--- config.mk ---
export PLATFORM = sky130hd
export DESIGN_NAME = fetch_unit
export DESIGN_NICKNAME = d
export VERILOG_FILES = /design/src/rtl/fetch_unit_pkg.sv /design/src/rtl/fetch_unit.sv
export SDC_FILE = /design/constraint.sdc
export NUM_CORES = 1
export LEC_CHECK = 0
export BUFFER_PORTS_ARGS = -buffer_cell sky130_fd_sc_hd__buf_4
export CAP_MARGIN = 20
export CORE_ASPECT_RATIO = 1.25
export CORE_MARGIN = 5
export CORE_UTILIZATION = 35
export CTS_CLUSTER_DIAMETER = 60
export CTS_CLUSTER_SIZE = 24
export DETAILED_ROUTE_END_ITERATION = 10
export PLACE_DENSITY = 0.69
export SLEW_MARGIN = 20
export SYNTH_ARGS = -nofsm -noshare
export SYNTH_HDL_FRONTEND = slang
export SYNTH_SLANG_ARGS = --single-unit
--- constraint.sdc ---
create_clock -name i_clk -period 5.75 [get_ports i_clk]
set_clock_uncertainty 0.1 [all_clocks]
set_input_delay 1.15 -clock i_clk [delete_from_list [all_inputs] [get_ports i_clk]]
set_output_delay 1.15 -clock i_clk [all_outputs]
set_load 0.005 [all_outputs]
--- src/rtl/fetch_unit_pkg.sv ---
// Shared fetch definitions: NOP encoding, reset vector default and FSM states.
// The misaligned-redirect trap is enabled by defining FETCH_MISALIGN_TRAP_EN.
package fetch_unit_pkg;

    localparam logic [31:0] NOP_WORD         = 32'h00000013;
    localparam logic [31:0] RESET_VECTOR_DEF = 32'h00000000;

    typedef enum logic [1:0] {
        S_REQ  = 2'd0,
        S_WAIT = 2'd1,
        S_FULL = 2'd2,
        S_HALT = 2'd3
    } state_t;

    function automatic logic [31:0] word_align(input logic [31:0] a);
        return {a[31:2], 2'b00};
    endfunction

endpackage

--- src/rtl/fetch_unit.sv ---
// Instruction fetch stage: one outstanding word read, 1-entry output skid buffer.
// Define FETCH_MISALIGN_TRAP_EN to trap misaligned redirects into S_HALT.
module fetch_unit #(
    parameter logic [31:0] RESET_VECTOR = fetch_unit_pkg::RESET_VECTOR_DEF,
    parameter logic [31:0] NOP_WORD     = fetch_unit_pkg::NOP_WORD
) (
    input  logic        i_clk,
    input  logic        i_rst,
    output logic [31:0] o_mem_addr,
    output logic        o_mem_req,
    input  logic        i_mem_ack,
    input  logic        i_mem_rvalid,
    input  logic [31:0] i_mem_rdata,
    input  logic        i_redirect,
    input  logic [31:0] i_redirect_pc,
    output logic [31:0] o_instr,
    output logic [31:0] o_pc,
    output logic        o_valid,
    input  logic        i_ready,
    output logic        o_misaligned
);
    import fetch_unit_pkg::*;

    state_t      state_q, state_d;
    logic [31:0] pc_q, pc_d;
    logic [31:0] rpc_q, rpc_d;
    logic [31:0] instr_q, instr_d;
    logic [31:0] opc_q, opc_d;
    logic        valid_q, valid_d;
    logic        drop_q, drop_d;
    logic        mis_q, mis_d;

    logic blocked;
    logic hs;
    logic xfer;
    logic inflight;

    // A request only goes out when the output slot is free or leaving now
    assign blocked   = valid_q && !i_ready;
    assign o_mem_req = !i_rst && (state_q == S_REQ) && !blocked;
    assign o_mem_addr = pc_q;
    assign hs        = o_mem_req && i_mem_ack;
    assign xfer      = valid_q && i_ready;
    assign inflight  = hs || ((state_q == S_WAIT || drop_q) && !i_mem_rvalid);

    assign o_instr = instr_q;
    assign o_pc    = opc_q;
    assign o_valid = valid_q;

`ifdef FETCH_MISALIGN_TRAP_EN
    assign o_misaligned = mis_q;
`else
    assign o_misaligned = 1'b0;
`endif

    always_comb begin
        state_d = state_q;
        pc_d    = pc_q;
        rpc_d   = rpc_q;
        instr_d = instr_q;
        opc_d   = opc_q;
        valid_d = valid_q;
        drop_d  = drop_q;
        mis_d   = mis_q;

        if (xfer) begin
            valid_d = 1'b0;
            instr_d = NOP_WORD;
        end

        unique case (state_q)
            S_REQ: begin
                if (hs) begin
                    rpc_d   = pc_q;
                    state_d = S_WAIT;
                end
            end
            S_WAIT: begin
                if (i_mem_rvalid) begin
                    if (drop_q) begin
                        drop_d  = 1'b0;
                        state_d = S_REQ;
                    end else begin
                        instr_d = i_mem_rdata;
                        opc_d   = rpc_q;
                        valid_d = 1'b1;
                        pc_d    = rpc_q + 32'd4;
                        state_d = i_ready ? S_REQ : S_FULL;
                    end
                end
            end
            S_FULL: begin
                if (xfer) begin
                    state_d = S_REQ;
                end
            end
            S_HALT: begin
                if (i_mem_rvalid) begin
                    drop_d = 1'b0;
                end
            end
            default: begin
                state_d = S_REQ;
            end
        endcase

        // Redirect overrides everything; a pending response must be dropped
        if (i_redirect) begin
            valid_d = 1'b0;
            instr_d = NOP_WORD;
            pc_d    = word_align(i_redirect_pc);
            drop_d  = inflight;
            state_d = inflight ? S_WAIT : S_REQ;
`ifdef FETCH_MISALIGN_TRAP_EN
            mis_d = (i_redirect_pc[1:0] != 2'b00);
            if (mis_d) begin
                state_d = S_HALT;
            end
`endif
        end
    end

    always_ff @(posedge i_clk or posedge i_rst) begin
        if (i_rst) begin
            state_q <= S_REQ;
            pc_q    <= RESET_VECTOR;
            rpc_q   <= 32'd0;
            instr_q <= NOP_WORD;
            opc_q   <= 32'd0;
            valid_q <= 1'b0;
            drop_q  <= 1'b0;
            mis_q   <= 1'b0;
        end else begin
            state_q <= state_d;
            pc_q    <= pc_d;
            rpc_q   <= rpc_d;
            instr_q <= instr_d;
            opc_q   <= opc_d;
            valid_q <= valid_d;
            drop_q  <= drop_d;
            mis_q   <= mis_d;
        end
    end

endmodule

==> impl_metrics.env <==
export IMPL_async_reset_ff_share_pct=100
export IMPL_switchingPower_uw=954
export IMPL_antenna_left=0
export IMPL_first_pass_iters=4
export IMPL_antenna_found_initial=0
export IMPL_yosysWarnings=0
export IMPL_layout_commonest_cell="buf_4"
export IMPL_r2r_setup_slack_ns=3.44
export IMPL_wl_um=15600
export IMPL_min_path_type="flop to flop"
export IMPL_die_area_um2=19500
export IMPL_critical_path_class="input pin to output pin"
export IMPL_rsz0062_at_grt="no"
export IMPL_cp_num_buf_inv=3
export IMPL_yosys_area_top_type="dfrtp_1"
export IMPL_clkSinkCount=132
export IMPL_slew_headroom_pct=27.8
export IMPL_grt_pass1_wl_um=25800
export IMPL_ff_latch_area_um2=3310
export IMPL_viasPerCell=4.95
export IMPL_synth_compound_area_share_pct=12.5
export IMPL_port_buffers=165
export IMPL_fillers=1621
export IMPL_min_period_ns=3.31
export IMPL_multi_input_area_um2=2420
export IMPL_maxCapViolCount=0
export IMPL_r2r_cells=5
export IMPL_final_nets=788
export IMPL_start_kind="input pin"
export IMPL_fin_util_pct=48.0
export IMPL_grt_max_degree=77
export IMPL_clk_pin_slew_ns=0.06
export IMPL_crit_arrival_ns=2.06
export IMPL_sw_frac_of_total_pct=29.1
export IMPL_syn_area_per_cell_um2=10.6
export IMPL_ioPinCount=169
export IMPL_drcViolationCount=0
export IMPL_power_density_nw_per_um2=411
export IMPL_worstSkewPairLatency_ns=0.42
export IMPL_min_period_over_period_pct=57.6
export IMPL_slowest_delay_ns=0.38
export IMPL_dp_hpwl_um=10500
export IMPL_power_leakage_uw=0.00391
export IMPL_worstPathRequired_ns=4.50
export IMPL_synth_xor_area_share_pct=3.73
export IMPL_stdcell_count=946
export IMPL_overflow=0
export IMPL_critPathTopFamily="buffers and inverters"
export IMPL_slew_violations=0
export IMPL_synth_edff_count=0
export IMPL_syn_num_nets=632
export IMPL_wl_per_cell_um=16.5
export IMPL_cts_root_buf="clkbuf_16"
export IMPL_finalSetupTns_ns=0
export IMPL_synth_cell_types=47
export IMPL_drt_iter0_markers=167
export IMPL_cts_resized=0
export IMPL_h_tree_depth=4
export IMPL_ys_flop_type="dfrtp_1"
export IMPL_placed_cells=913
export IMPL_status="complete, no violations"
export IMPL_cts_setup_buffers=0
export IMPL_start_util_pct=35.3
export IMPL_gp_congestion=0.767
export IMPL_die_w_um=126
export IMPL_via_count=4682
export IMPL_cts_buffers=17
export IMPL_clockBufferDepth=2
export IMPL_critPathCaptureType="output pin"
export IMPL_cts_tree="built"
export IMPL_netlist_area_um2=5880
export IMPL_grt_pass1_vias=4860
export IMPL_final_cell_mix="169 x buf_4, 144 x nand2_1, 129 x dfrtp_1"
export IMPL_worst_path_most_repeated_cell="buf_4"
export IMPL_synthCells=557
export IMPL_grt_use_total_pct=16.5
export IMPL_synthTopCellsByArea="dfrtp_1 55%, nand2_1 9.2%, mux2_1 5.4%"
export IMPL_die_h_um=155
export IMPL_fp_coreArea_um2=16600
export IMPL_cp_cell_sequence="buf_4 > inv_6 > and3_1 > buf_4"
export IMPL_max_vdd_ir_drop_mv=0.151
export IMPL_finalPower_uw=3280
export IMPL_clock_power_share_pct=36.5
export IMPL_postCtsHoldBufs=0
export IMPL_yosys_area_share_simple_pct=17.2
export IMPL_worst_path_stages=4
export IMPL_synth_seq_area_share_pct=56.3
export IMPL_muxShareOfSynthArea_pct=6.47
export IMPL_worst_pin_slew_ns=1.08
export IMPL_min_path_cells=2
export IMPL_n_antenna_cell=0
export IMPL_fp_row_count=53
export IMPL_crit_slowest_cell="inv_6"
export IMPL_drive_gt1_share_pct=31.1
export IMPL_crit_path_max_fanout=60
export IMPL_seqPwrFrac_pct=41.9
export IMPL_synth_top_family_by_area="simple AND/OR/NAND/NOR gates"
export IMPL_synth_top_area_share_pct=54.9
export IMPL_area_growth_syn_to_layout_pct=35.8
export IMPL_fmax_ghz=0.302
export IMPL_p_int_uw=2330
export IMPL_final_setup_viol_count=0
export IMPL_hold_viol=0
export IMPL_pwr_share_comb_pct=21.5
export IMPL_yosys_area_share_adder_pct=1.06
export IMPL_ys_ff_latch=132
## final timing paths
| path | from | endpoint |
|---|---|---|
| worst max register to register | state_q[1] | o_instr[12] |
| min in group asynchronous | i_rst | o_pc[30] |
| worst min-delay path | o_pc[30] | o_pc[30] |
| worst max-delay path | i_rst | o_mem_req |
| worst min register to register | o_pc[30] | o_pc[30] |
| max in group asynchronous | i_rst | o_pc[10] |
## power by group through the flow
stage / clock (uW) / sequential (uW) / combinational (uW)
after detailed placement: 0 / 1390 / 719
final: 1200 / 1380 / 708
after global routing: 1270 / 1420 / 794
after CTS: 1230 / 1380 / 723
after floorplan: 0 / 1350 / 375
after global placement: 0 / 1380 / 704
## per-stage QoR
stage               hold slack, ns  setup slack, ns  instance area (um^2)
global placement             0.363             2.42                  7290
detailed placement           0.364             2.41                  7300
floorplan                    0.353           0.0117                  5880
CTS                          0.381             2.41                  7950
global route                 0.388             2.31                  7980
finish                       0.373             2.44                  7980
## state kept, by name (all words and copies together), names as in the netlist
register,flops
drop_q,1
o_instr,32
o_mem_addr,32
o_pc,32
o_valid,1
rpc_q,32
state_q,2
## final cells by class
type / count / share of cell area [%]
flip-flops and latches: 132 / 41.4
repair buffers: 170 / 16.2
inverters: 6 / 0.345
multi-input cells: 386 / 30.3
clock inverters: 13 / 2.57
clock buffers: 19 / 5.67
well taps: 220 / 3.45
## cells by family after synthesis
family                     count (synthesis)
DFF                                      132
adders and majority gates                  5
xor gates and xnor gates                  25
and+or+nand+nor                          225
muxes                                     34
AOI/OAI and AO/OA                         96
other                                      1
buffers and inverters                     39
## cell usage after synthesis, types with 5 or more instances
library cell and instances:
o21ai_0 8, ha_1 5, nand2_1 144, nand4_1 9, buf_2 9, nand3_1 13
o21ai_1 5, dfrtp_1 129, o31ai_1 6, clkbuf_1 20, a22o_1 29, nor2_1 33
xor2_1 22, mux2_1 28, inv_1 6, a21oi_1 24, o221ai_2 7
## worst min-delay path: cells and delay by family (launching register included)
family / cells / cell delay [ns]
simple gates: 2 / 0.10
flops: 1 / 0.34
## routing by layer
layer / wire length (um) / vias up / GRT usage [%]
met5: 0 / - / 0
met1: 6540 / 2299 / 20.3
met2: 7950 / 121 / 27.9
met3: 926 / 21 / 5.22
li1: - / 2241 / -
met4: 219 / 0 / 4.75
(Power assumes the default switching activity.)
